[src/rtl/ima_adpcm_pkg.sv]
// Shared constants for the IMA ADPCM packer: header layout, FSM encodings, FIFO entry format.
package ima_adpcm_pkg;

    localparam int         HDR_BYTES    = 4;
    localparam logic [7:0] HDR_RESERVED = 8'h00;

    // Header states are contiguous so the header window is a simple range check.
    localparam logic [2:0] ST_IDLE = 3'd0;
    localparam logic [2:0] ST_HDR0 = 3'd1;
    localparam logic [2:0] ST_HDR1 = 3'd2;
    localparam logic [2:0] ST_HDR2 = 3'd3;
    localparam logic [2:0] ST_HDR3 = ST_HDR0 + 3'(HDR_BYTES - 1);
    localparam logic [2:0] ST_DLO  = 3'd5;
    localparam logic [2:0] ST_DHI  = 3'd6;

    typedef struct packed {
        logic       last;
        logic [7:0] dat;
    } fifo_ent_t;

endpackage

[src/rtl/adpcm_byte_fifo.sv]
// Byte FIFO with first-word fall-through. Latency: write visible on rd_vld one cycle later.
// Backpressure: wr_rdy low only when full with no read this cycle; refused writes are discarded.
module adpcm_byte_fifo
    import ima_adpcm_pkg::*;
#(
    parameter int DEPTH = 16
) (
    input  logic                     clock,
    input  logic                     reset,
    input  logic                     wr_vld,
    input  fifo_ent_t                wr_dat,
    output logic                     wr_rdy,
    output logic                     rd_vld,
    input  logic                     rd_rdy,
    output fifo_ent_t                rd_dat,
    output logic [$clog2(DEPTH):0]   level
);

    localparam int             AW       = $clog2(DEPTH);
    localparam logic [AW:0]    FULL_LVL = (AW + 1)'(DEPTH);

    logic [AW-1:0] wr_ptr_q, wr_ptr_d;
    logic [AW-1:0] rd_ptr_q, rd_ptr_d;
    logic [AW:0]   level_q, level_d;
    fifo_ent_t     mem_q [DEPTH];
    logic          rd_fire, wr_fire;

    always_comb begin
        rd_vld   = (level_q != '0);
        rd_fire  = rd_vld && rd_rdy;
        wr_rdy   = (level_q != FULL_LVL) || rd_fire;
        wr_fire  = wr_vld && wr_rdy;
        wr_ptr_d = wr_fire ? wr_ptr_q + 1'b1 : wr_ptr_q;
        rd_ptr_d = rd_fire ? rd_ptr_q + 1'b1 : rd_ptr_q;
        level_d  = level_q;
        if (wr_fire && !rd_fire) begin
            level_d = level_q + 1'b1;
        end else if (rd_fire && !wr_fire) begin
            level_d = level_q - 1'b1;
        end
        // Masked so the byte lanes read as zero whenever nothing is held.
        rd_dat = rd_vld ? mem_q[rd_ptr_q] : '0;
        level  = level_q;
    end

    always_ff @(posedge clock) begin
        if (reset) begin
            wr_ptr_q <= '0;
            rd_ptr_q <= '0;
            level_q  <= '0;
        end else begin
            wr_ptr_q <= wr_ptr_d;
            rd_ptr_q <= rd_ptr_d;
            level_q  <= level_d;
        end
    end

    always_ff @(posedge clock) begin
        if (wr_fire) begin
            mem_q[wr_ptr_q] <= wr_dat;
        end
    end

endmodule

[src/rtl/ima_adpcm_packer.sv]
// Frames ADPCM nibbles into header + packed data bytes. Latency: byte on outValid 1 cycle after write.
// Backpressure: outReady stalls the FIFO; upstream throttles on almostFull, full FIFO drops bytes (overflow).
module ima_adpcm_packer
    import ima_adpcm_pkg::*;
#(
    parameter int NIBBLES_PER_BLOCK = 8,
    parameter int FIFO_DEPTH        = 16
) (
    input  logic                          clock,
    input  logic                          reset,
    input  logic [3:0]                    inPCM,
    input  logic                          inValid,
    input  logic [15:0]                   inPredictSamp,
    input  logic [6:0]                    inStepIndex,
    output logic [7:0]                    outByte,
    output logic                          outLast,
    output logic                          outValid,
    input  logic                          outReady,
    output logic [$clog2(FIFO_DEPTH):0]   fifoLevel,
    output logic                          almostFull,
    output logic                          overflow,
    output logic                          protoErr
);

    localparam int                  LW       = $clog2(FIFO_DEPTH) + 1;
    localparam logic [LW-1:0]       AF_LVL   = LW'(FIFO_DEPTH - 5);
    localparam logic [7:0]          LAST_CNT = 8'(NIBBLES_PER_BLOCK);

    logic [2:0]  state_q, state_d;
    logic [7:0]  cnt_q, cnt_d;
    logic [3:0]  pend_q, pend_d;
    logic [15:0] last_pred_q, last_pred_d;
    logic [6:0]  last_idx_q, last_idx_d;
    logic [15:0] hdr_pred_q, hdr_pred_d;
    logic [6:0]  hdr_idx_q, hdr_idx_d;
    logic        overflow_q, overflow_d;
    logic        proto_err_q, proto_err_d;

    logic        accept;
    logic        hdr_busy;
    logic        wr_vld, wr_rdy;
    fifo_ent_t   wr_dat, rd_dat;

    always_comb begin
        state_d     = state_q;
        cnt_d       = cnt_q;
        pend_d      = pend_q;
        last_pred_d = last_pred_q;
        last_idx_d  = last_idx_q;
        hdr_pred_d  = hdr_pred_q;
        hdr_idx_d   = hdr_idx_q;
        overflow_d  = overflow_q;
        proto_err_d = proto_err_q;
        accept      = 1'b0;
        wr_vld      = 1'b0;
        wr_dat      = '0;
        hdr_busy    = (state_q >= ST_HDR0) && (state_q <= ST_HDR3);

        case (state_q)
            ST_IDLE: begin
                if (inValid) begin
                    // Header carries the predictor state from before this block's first code.
                    hdr_pred_d = last_pred_q;
                    hdr_idx_d  = last_idx_q;
                    pend_d     = inPCM;
                    cnt_d      = 8'd1;
                    state_d    = ST_HDR0;
                    accept     = 1'b1;
                end
            end
            ST_HDR0: begin
                wr_vld  = 1'b1;
                wr_dat  = '{last: 1'b0, dat: hdr_pred_q[7:0]};
                state_d = ST_HDR1;
            end
            ST_HDR1: begin
                wr_vld  = 1'b1;
                wr_dat  = '{last: 1'b0, dat: hdr_pred_q[15:8]};
                state_d = ST_HDR2;
            end
            ST_HDR2: begin
                wr_vld  = 1'b1;
                wr_dat  = '{last: 1'b0, dat: {1'b0, hdr_idx_q}};
                state_d = ST_HDR3;
            end
            ST_HDR3: begin
                wr_vld  = 1'b1;
                wr_dat  = '{last: 1'b0, dat: HDR_RESERVED};
                state_d = ST_DHI;
            end
            ST_DLO: begin
                if (inValid) begin
                    pend_d  = inPCM;
                    cnt_d   = cnt_q + 8'd1;
                    state_d = ST_DHI;
                    accept  = 1'b1;
                end
            end
            ST_DHI: begin
                if (inValid) begin
                    wr_vld = 1'b1;
                    accept = 1'b1;
                    if (cnt_q + 8'd1 == LAST_CNT) begin
                        wr_dat  = '{last: 1'b1, dat: {inPCM, pend_q}};
                        cnt_d   = 8'd0;
                        state_d = ST_IDLE;
                    end else begin
                        wr_dat  = '{last: 1'b0, dat: {inPCM, pend_q}};
                        cnt_d   = cnt_q + 8'd1;
                        state_d = ST_DLO;
                    end
                end
            end
            default: state_d = ST_IDLE;
        endcase

        if (accept) begin
            last_pred_d = inPredictSamp;
            last_idx_d  = inStepIndex;
        end
        if (inValid && hdr_busy) begin
            proto_err_d = 1'b1;
        end
        if (wr_vld && !wr_rdy) begin
            overflow_d = 1'b1;
        end
    end

    always_ff @(posedge clock) begin
        if (reset) begin
            state_q     <= ST_IDLE;
            cnt_q       <= '0;
            pend_q      <= '0;
            last_pred_q <= '0;
            last_idx_q  <= '0;
            hdr_pred_q  <= '0;
            hdr_idx_q   <= '0;
            overflow_q  <= 1'b0;
            proto_err_q <= 1'b0;
        end else begin
            state_q     <= state_d;
            cnt_q       <= cnt_d;
            pend_q      <= pend_d;
            last_pred_q <= last_pred_d;
            last_idx_q  <= last_idx_d;
            hdr_pred_q  <= hdr_pred_d;
            hdr_idx_q   <= hdr_idx_d;
            overflow_q  <= overflow_d;
            proto_err_q <= proto_err_d;
        end
    end

    adpcm_byte_fifo #(
        .DEPTH (FIFO_DEPTH)
    ) u_fifo (
        .clock  (clock),
        .reset  (reset),
        .wr_vld (wr_vld),
        .wr_dat (wr_dat),
        .wr_rdy (wr_rdy),
        .rd_vld (outValid),
        .rd_rdy (outReady),
        .rd_dat (rd_dat),
        .level  (fifoLevel)
    );

    always_comb begin
        outByte    = rd_dat.dat;
        outLast    = rd_dat.last;
        almostFull = (fifoLevel >= AF_LVL);
        overflow   = overflow_q;
        protoErr   = proto_err_q;
    end

endmodule

[config.mk]
export PLATFORM = sky130hd
export DESIGN_NAME = ima_adpcm_packer
export DESIGN_NICKNAME = d
export VERILOG_FILES = /design/src/rtl/ima_adpcm_pkg.sv /design/src/rtl/adpcm_byte_fifo.sv /design/src/rtl/ima_adpcm_packer.sv
export SDC_FILE = /design/constraint.sdc
export NUM_CORES = 1
export LEC_CHECK = 0
export ABC_AREA = 1
export CORE_MARGIN = 5
export CORE_UTILIZATION = 50
export DETAILED_ROUTE_END_ITERATION = 8
export PLACE_DENSITY = 0.68
export SETUP_SLACK_MARGIN = 0.15
export SYNTH_ARGS = -nofsm -noshare
export SYNTH_HDL_FRONTEND = slang
export SYNTH_HIERARCHICAL = 1
export SYNTH_SLANG_ARGS = --single-unit
[constraint.sdc]
create_clock -name clock -period 2.6 [get_ports clock]
set_clock_uncertainty 0.05 [all_clocks]
set_input_delay 0.26 -clock clock [delete_from_list [all_inputs] [get_ports clock]]
set_output_delay 0.26 -clock clock [all_outputs]
set_load 0.01 [all_outputs]
# --- Word level (Yosys, flattened, before mapping) ---
# Memory sizes are Yosys's and may differ from the RTL's. A register that Yosys moved wholly into a read port is not among the register bits.
# Cells that the tools add are included.
op_classes:
  addsub: 5
  reduce_logical: 22
  eq_ne: 11
  n_lt_le_gt_ge: 3
  mux: 23
op_table:
  columns: ["operator", "n"]
  rows:
  - ["$pmux W9 S4", 1]
  - ["$mux W8", 4]
  - ["$mux W9", 3]
  - ["$pmux W8 S3", 1]
  - ["$pmux W3 S7", 1]
  - ["$mux W3", 4]
  - ["$mux W5", 2]
  - ["$eq A3 B3 Y1 const B", 3]
  - ["$add A4 B1 Y4 const B", 2]
  - ["$add A8 B1 Y8 const B", 1]
  - ["$eq A8 B4 Y1 const B", 1]
  - ["$mux W4", 2]
  - ["$logic_and A1 B1 Y1", 7]
  - ["$eq A3 B2 Y1 const B", 2]
  - ["$ne A2 B2 Y1 const B", 3]
  - ["$add A5 B1 Y5 const B", 1]
  - ["$ge A5 B4 Y1 const B", 1]
  - ["$ne A5 B5 Y1 const B", 1]
  - ["$reduce_bool A5 Y1", 1]
  - ["$sub A5 B1 Y5 const B", 1]
  - ["$mux W1", 4]
  - ["$reduce_and A2 Y1", 2]
  - ["$reduce_and A4 Y1", 1]
  - ["$reduce_or A4 Y1", 1]
  - ["12 further kinds", 14]
word_totals:
  mem_bits_rw: 144
  regBits: 76
  mem_count: 1
mem_list:
  columns: ["memory", "depth", "width", "read_ports", "rd_clocked_by_memory_dff", "write_ports", "line", "source"]
  rows:
  - ["u_fifo.mem_q", 16, 9, 1, 1, 1, "adpcm_byte_fifo.sv:25", "fifo_ent_t mem_q [DEPTH];"]

# --- Longest topological paths before layout ---
# Gate-level depths: netlist (run 1).
depth:
  word_depth: 8
  ltp_mapped: 18
  ltp_nobuf: 18

# --- Hierarchy ---
# The synthesis (run 1) kept the hierarchy.
by_module_without_submodules:
  columns: ["mod", "area_each_um2", "cells_per_inst", "n_inst", "seq_area_each_um2"]
  rows:
  - ["adpcm_byte_fifo", 6801.5, 604, 1, 4664.5]
  - ["ima_adpcm_packer", 2738.9, 384, 1, 1261.2]

# --- Least setup slack after synthesis (run 1) ---
# No wires, ideal clock.
synth_timing:
  kind: "register to register"
  from: "reg state_q[2]"
  to: "reg u_fifo.level_q[4] (netlist: u_fifo/level[4])"
  required_ns: 2.480
  path_stages_with_launch: 16
  t_arrival_ns: 2.325
  n_path_buf: 0
  slack_ns: 0.155
  cell_sequence: "dfxtp_1 > nand3_1 > nor2_2 > inv_1 > nand2_1 > nand2_2 > inv_1 > ha_1 > inv_1 > ha_1 > or2_2 > nand2_1 > nand2b_1 > nand2_1 > nand2_1 > a21oi_1"
synth_between:
  elab_chain_len: 7
  word_cells_on_any_way: 13
  cone_classes: "5 x eq/ne; 2 x mux; 6 x reduce/logical"
synth_lines:
  columns: ["item", "line", "source"]
  rows:
  - ["start, declared", "ima_adpcm_packer.sv:29", "logic [2:0] state_q, state_d;"]
  - ["start signal, assigned", "ima_adpcm_packer.sv:141", "state_q <= state_d;"]
  - ["$eq A3 B3 Y1, or another cell as far along", "ima_adpcm_packer.sv:59", "case (state_q)"]
  - ["$reduce_or A4 Y1 (no line)", null, null]
  - ["$pmux W1 S2 (*)", "ima_adpcm_packer.sv:59", null]
  - ["named net wr_vld", "ima_adpcm_packer.sv:41", "logic wr_vld, wr_rdy;"]
  - ["$logic_and A1 B1 Y1 (*)", "adpcm_byte_fifo.sv:32", "wr_fire = wr_vld && wr_rdy;"]
  - ["named net u_fifo.wr_fire", "adpcm_byte_fifo.sv:26", "logic rd_fire, wr_fire;"]
  - ["$logic_not A1 Y1", "adpcm_byte_fifo.sv:38", "end else if (rd_fire && !wr_fire) begin"]
  - ["$logic_and A1 B1 Y1", "adpcm_byte_fifo.sv:38", null]
  - ["$reduce_bool A2 Y1 (no line)", null, null]
  - ["end signal, assigned", "adpcm_byte_fifo.sv:54", "level_q <= level_d;"]
  - ["end, declared", "adpcm_byte_fifo.sv:24", "logic [AW:0] level_q, level_d;"]
# The timed path passes the listed nets; every way through them passes the cells marked *.
# A chain may end at the register's enable or synchronous reset.

==> summary.md, run 1 <==
| Metric | Value |
|---|---|
| Outcome | `finished clean` |
| Worst Setup EP | `outByte[0]` |
| Number of clock buffers inserted by TritonCTS | `23` |
| Overall via count from detail_route | `about 7,000` |
| Detailed Route Iter0 Violations | `about 430` |
| TritonCTS clock tree | `built` |
| Post-Syn Nets | `a little over 1,000` |
| Total congestion overflow after global routing | `0` |
| Slew margin rel. | `approximately 35%` |
| TritonRoute pass-1 iters | `5` |
| Setup Viol. Count Final | `0` |
| Maximum number of pins on one net before global-route repair | `73` |
| Number of endpoints with negative hold slack in the final report | `0` |
| Highest routed layer | `met4` |
| Detail Placement HPWL | `~13 mm` |
| Final instance count without filler cells | `about 1,300` |
| I/O pin total | `49` |
| Number of global-route vias before repair | `between 6,000 and 7,000` |
| CTS clk-pin slew, worst paths | `0.06 ns` |
| Share of the cycle needed by the critical path after routing | `between 80% and 90%` |
| Maximum count of clock buffers along a single path | `3` |
| Number of port buffers | `48` |
| Routed wire length | `21.2 mm` |
| Core footprint | `between 15,000 and 20,000 µm²` |
| Max stage delay on crit path | `0.40 ns` |
| Post-route worst setup slack | `roughly 0.28 ns` |
| Reg-to-Reg Start | `state_q[1]$_SDFFE_PP0P_` |
| Achievable clock frequency | `432 MHz` |
| Max Slew Vio Count | `0` |
| Total met2 wirelength after detailed routing | `just over 10 mm` |
| Worst slew pin tran | `a little under 1 ns` |
| Cell-by-cell listing of the critical path | `buf_4 > clkinv_8 > nand2_1 > nand3_1 > nand3_1 > nand2_1 > nand2_1 > a21oi_1 > clkbuf_2` |
| Quantity of hold-fixing buffers added after cts | `0` |
| Ant. Diodes | `0` |
| Die Y-Extent | `around 150 µm` |
| Logic depth of the worst path, buffers included | `9` |
| Synth Register Bits | `roughly 220` |
| Gate count of the mapped netlist | `~990` |
| Metal1 wirelength | `roughly 9.5 mm` |
| Routed length per placed instance | `16.1 µm` |
| Hold wc startpoint | `inStepIndex[3]` |
| Net count reported at finish | `1,110` |
| Required time at the worst-slack endpoint | `2.29 ns` |
| Warnings from Yosys | `6` |
| Setup tns final | `0 ns` |
| Min Clock Period, post-route | `2.32 ns` |
| Post-synth top area share | `a little under half` |
| Number of buffer and inverter stages on the critical path | `3` |
| Crit path arrival time | `around 2 ns` |
| Post-place setup slack | `roughly 0.024 ns` |
| Crit-path leading delay family | `buffers and inverters` |
| Max FO, Critical Path | `18` |
| Dpl cell area | `roughly 10,000 µm²` |
| Type of the tightest min-delay check | `in -> reg` |
| Root buffer cell | `clkbuf_16` |
| Post-synthesis cell type count | `33` |
| Area growth syn-to-layout | `17.9%` |
| Core utilization of the finished layout | `59.9%` |
| Final weighted congestion in routability-driven placement | `around 0.8` |
| Post-synthesis instance area | `around 9500 µm²` |
| Wire length of the first global-routing pass | `between 30 and 40 mm` |
| Kind of launch point of the worst setup path | `flop` |
| TritonCTS sink count | `about 220` |
| Average via count per standard cell | `~5.3` |
| Minimum hold slack | `just under 0.3 ns` |
| DP Cell Count | `~1,300` |
| Slowest stage cell, crit path | `dfxtp_4` |
| Total of max-cap violations | `0` |
| Die outline area | `roughly 22,000 µm²` |
| Power density cells | `between 900 and 1000 nW/µm²` |
| Class of the most critical setup path | `reg -> out` |
| Reg2Reg Capture Point | `u_fifo/level[4]$_SDFFE_PP0P_` |
| Unrepaired setup endpoints after global routing | `false` |
| Reg2reg path depth | `17` |
| Total power of the final layout | `10.3 mW` |
| Clock insertion delay at the later pin of the skew report | `~0.51 ns` |
| Fraction of layout instances using a drive strength above 1 | `between 10% and 20%` |
| Final design area excluding fillers | `11,200 µm²` |
| Sequential cell area fraction in the yosys report | `a little over 60%` |
| Placement Rows | `50` |
| Cell accounting for the most synthesized area | `edfxtp_1` |
| Leakage power | `between 4 and 5 nW` |
| Detailed-route DRC error count | `0` |
| Level count of the clock H-tree | `1` |
| Initial antenna violation count | `0` |
| DRT antenna net count | `0` |
| Overall routing resource usage | `between 10% and 20%` |
| Reg2Reg Setup Slack | `about 0.32 ns` |
| Endpoint type of the worst setup path | `output pin` |
| Worst vdd rail ir drop | `a little over 600 µV` |
| Die width | `approximately 150 µm` |
| Initial standard-cell utilization of the core | `50.8%` |
| Worst path most repeated cell | `nand2_1` |
| Met3 wire length | `1.25 mm` |
| Syn_area_per_cell | `slightly below 10 µm²` |
| Top cells by area in the synthesized netlist | `edfxtp_1, dfxtp_1, nand2_1` |
| Number of inserted filler cells in the final layout | `~1,600` |
==> sequential cells by signal, summed over array words and instances (netlist names), named ones only <==
signal / count
u_fifo/wr_ptr_q: 4
protoErr: 1
last_pred_q: 16
cnt_q: 8
pend_q: 4
overflow: 1
hdr_pred_q: 16
state_q: 3
u_fifo/rd_ptr_q: 4
u_fifo/level: 5
hdr_idx_q: 7
u_fifo/mem_q: 144
last_idx_q: 7
==> layer usage <==
| layer | vias up | global-route usage (%) |
|---|---|---|
| met1 | 3232 | 26.3 |
| li1 | 3519 | - |
| met2 | 193 | 30.9 |
| met3 | 31 | 2.50 |
| met4 | 0 | 5.40 |
| met5 | - | 0 |
==> logic make-up after synthesis <==
group	count (synthesis)	synth area share (%)
AND/OR/NAND/NOR	519	22.9
XOR/XNOR	6	0.551
adder cells (fa/ha/maj)	11	1.52
buffers and inverters	106	5.97
AO/OA/AOI/OAI	122	6.95
flip-flops	224	62.1
==> worst min-delay path, cell delays in order <==
cell and delay [ns]:
clkdlybuf4s50_1 0.39, nor2_1 0.10, nor2_1 0.05
==> power by group <==
part | internal, mW | switching [mW] | leakage [nW]
logic | 1.07 | 1.75 | 2.12
clock network | 1.87 | 1.37 | 0.375
registers | 4.11 | 0.192 | 1.98
total | 7.04 | 3.30 | 4.48
==> cell usage in the layout (no fill, tap or decap), drive strengths merged, types with 4 or more instances in the layout <==
cell	count
dlymetal6s2s	5
ha	10
clkbuf	34
edfxtp	144
dfxtp	80
clkinv	10
nand3	147
buf	51
nor2	83
a21oi	55
nor3	18
nand2	267
o21ai	52
inv	63
clkdlybuf4s50	39
xor2	4
a22oi	8
==> cells in the mapped netlist <==
cell,n
nand4_1,1
nand2b_1,1
clkinv_1,3
a21oi_1,54
nand3_2,2
o21ai_0,52
nand3_1,145
nor3_1,18
buf_6,15
o21bai_1,2
inv_4,1
fa_1,1
or2_2,1
buf_2,15
a21oi_4,1
nor2_1,82
o221ai_1,3
xor2_1,4
xnor2_1,2
ha_1,10
nand2_2,3
nor2_2,1
clkbuf_1,8
inv_8,1
buf_4,8
dfxtp_1,80
inv_2,3
edfxtp_1,144
and2_1,1
inv_1,52
o21a_1,2
a22oi_1,8
nand2_1,264
==> worst min path at each step <==
stage                     cells past startpoint                            to
after floorplan                               1  u_fifo/level[4]$_SDFFE_PP0P_
after global placement                        2   hdr_pred_q[15]$_SDFFE_PP0P_
after detailed placement                      2    hdr_pred_q[4]$_SDFFE_PP0P_
after CTS                                     3   last_pred_q[0]$_SDFFE_PP0P_
after global routing                          3   last_pred_q[0]$_SDFFE_PP0P_
final                                         3    last_idx_q[3]$_SDFFE_PP0P_
==> layout make-up <==
class / instances / area [µm²] / area share [%]
repair buffers: 99 / 912 / 8.11
clock buffers: 30 / 643 / 5.72
multi-input cells: 658 / 3070 / 27.3
well taps: 234 / 293 / 2.60
inverters: 60 / 259 / 2.30
clock inverters: 12 / 105 / 0.935
flip-flops and latches: 224 / 5940 / 52.8
repair inverters: 2 / 25.0 / 0.223
==> repair_timing <==
item                                    in CTS  in global routing
setup buffers                                0                  4
endpoints found under the setup margin       9                 11
resized for setup                           12                 35
gates cloned                                 0                  2
pin swaps                                    0                  1
Power figures use the tool's default switching activity.
==> run 2: changes to the inputs <==
- GPL_TIMING_DRIVEN: not set -> 0
==> summary.md, run 2 (synthesis results as in run 1) <==
| Metric | Value |
|---|---|
| Worst slew pin tran | `about 0.93 ns` |
| Net count reported at finish | `between 1,000 and 1,500` |
| Number of global-route vias before repair | `between 6,000 and 7,000` |
| Number of inserted filler cells in the final layout | `around 1,600` |
| Minimum hold slack | `0.0457 ns` |
| Routed length per placed instance | `~18 µm` |
| Most used cells in the layout excluding fill and tap cells | `nand2_1, edfxtp_1, nand3_1` |
| Kind of launch point of the worst setup path | `flop` |
| Setup tns final | `0 ns` |
| Placement Rows | `50` |
| TritonCTS clock tree | `built` |
| Number of flip-flops in the largest register | `144` |
| Maximum number of pins on one net before global-route repair | `17` |
| Power density cells | `between 900 and 1000 nW/µm²` |
| Die outline area | `21,900 µm²` |
| Required time at the worst-slack endpoint | `about 2.3 ns` |
| I/O pin total | `between 40 and 50` |
| Fraction of layout instances using a drive strength above 1 | `between 10% and 20%` |
| Achievable clock frequency | `421 MHz` |
| Clock insertion delay at the later pin of the skew report | `0.51 ns` |
| Initial antenna violation count | `0` |
| Number of clock buffers inserted by TritonCTS | `23` |
| Crit path arrival time | `~2.1 ns` |
| Detail Placement HPWL | `approximately 16 mm` |
| Number of port buffers | `47` |
| Endpoint type of the worst setup path | `output pin` |
| Core utilization of the finished layout | `between 60% and 70%` |
| Detailed Route Iter0 Violations | `459` |
| Max Slew Vio Count | `0` |
| Share of the cycle needed by the critical path after routing | `91.3%` |
| TritonRoute pass-1 iters | `5` |
| Initial standard-cell utilization of the core | `between 50% and 60%` |
| Maximum count of clock buffers along a single path | `3` |
| DRT antenna net count | `0` |
| Unrepaired setup endpoints after global routing | `true` |
| Overall routing resource usage | `a little over a fifth` |
| Type of the tightest min-delay check | `in -> reg` |
| Setup Viol. Count Final | `0` |
| Class of the most critical setup path | `reg -> out` |
| Top register by number of flip-flops | `u_fifo/mem_q` |
| Level count of the clock H-tree | `1` |
| Leakage power | `between 4 and 5 nW` |
| Die width | `around 150 µm` |
| Root buffer cell | `clkbuf_16` |
| Outcome | `finished clean` |
| TritonCTS sink count | `224` |
| Number of endpoints with negative hold slack in the final report | `0` |
| Detailed-route DRC error count | `0` |
| Max FO, Critical Path | `10` |
| Die Y-Extent | `roughly 150 µm` |
| Total of max-cap violations | `0` |
| Wire length of the first global-routing pass | `about 37 mm` |
| Ant. Diodes | `0` |
| Area growth syn-to-layout | `20.0%` |
| Total congestion overflow after global routing | `0` |
| CTS clk-pin slew, worst paths | `approximately 0.06 ns` |
| Slew margin rel. | `37.8%` |
| Largest registers | `u_fifo/mem_q x144, hdr_pred_q x16, last_pred_q x16` |
| Core footprint | `about 19,000 µm²` |
| Routed wire length | `approximately 24 mm` |
| Min Clock Period, post-route | `between 2 and 2.5 ns` |
| Average via count per standard cell | `between 5 and 6` |
| Leading cell type in the layout, fill and taps excluded | `nand2_1` |
| Register area | `about 6000 µm²` |
| Total power of the final layout | `around 11 mW` |
| Overall via count from detail_route | `roughly 7,200` |
| Worst vdd rail ir drop | `394 µV` |
| Final weighted congestion in routability-driven placement | `between 0.8 and 0.9` |
| Area used by multi-input combinational logic | `3270 µm²` |
## run 2: cell types whose count changed in the layout (fill, tap and decap cells not counted), moves of 9 or more
cell    before  now
buf_2        0   13
buf_4       44    9
buf_6        3   21
nor3_1      18    2
nor3_4       0    9
## run 2: per-layer routing
| layer | share of wire, % | wire length (µm) | track usage [%] |
|---|---|---|---|
| met1 | 43 | 10300 | 29.0 |
| met2 | 49 | 11500 | 35.6 |
| met3 | 5.5 | 1310 | 2.59 |
| met4 | 2.4 | 560 | 6.70 |
| met5 | 0 | 0 | 0 |
## run 2: cell type report
type	instances	area share, %
flip-flops and latches	224	51.9
multi-input cells	658	28.6
clock buffers	33	6.36
repair buffers	57	4.60
plain buffers	46	3.26
well taps	234	2.56
inverters	60	2.12
clock inverters	9	0.688
## run 2: timing repair
| action | CTS | global route |
|---|---|---|
| gates resized for setup | 33 | 43 |
| setup endpoints to repair | 171 | 131 |
| gates cloned | 0 | 1 |
| buffers inserted | 2 | 0 |
| hold buffers | 0 | 0 |
| pin swaps | 1 | 0 |
## run 2: path summary, 6_finish.rpt
path                                             startpoint                            to  slack (ns)  depth (start not counted)
worst max-delay path                                   flop                    outByte[6]        0.23                          9
worst min-delay path                                inValid     hdr_idx_q[5]$_SDFFE_PP0P_        0.05                          3
worst max register to register      state_q[0]$_SDFFE_PP0P_  u_fifo/level[4]$_SDFFE_PP0P_        0.24                         16
worst min register to register  hdr_pred_q[15]$_SDFFE_PP0P_   hdr_pred_q[15]$_SDFFE_PP0P_        0.40                          2
## run 2: through the flow
step | worst slack [ns] | area [µm²] | std cells
final | 0.226 | 11400 | 1321
after detailed placement | -0.639 | 10400 | 1276
after CTS | 0.141 | 11300 | 1320
after global placement | -0.852 | 10300 | 1269
after global routing | 0.0257 | 11400 | 1321
after floorplan | 0.155 | 9540 | 988
## run 2: report_power, final
group | leakage (nW) | internal, mW | switching [mW]
Combinational | 2.11 | 1.08 | 1.93
Clock | 0.405 | 2.06 | 1.35
Sequential | 1.98 | 4.11 | 0.186
## run 2: critical path: stages (launching register included)
cell           delay [ns]
dfxtp_2              0.35
buf_6                0.14
inv_4                0.07
clkbuf_4             0.20
nand3_1              0.14
nand3_1              0.11
nand2_1              0.08
nand2_1              0.05
a21oi_1              0.14
dlygate4sd2_1        0.30
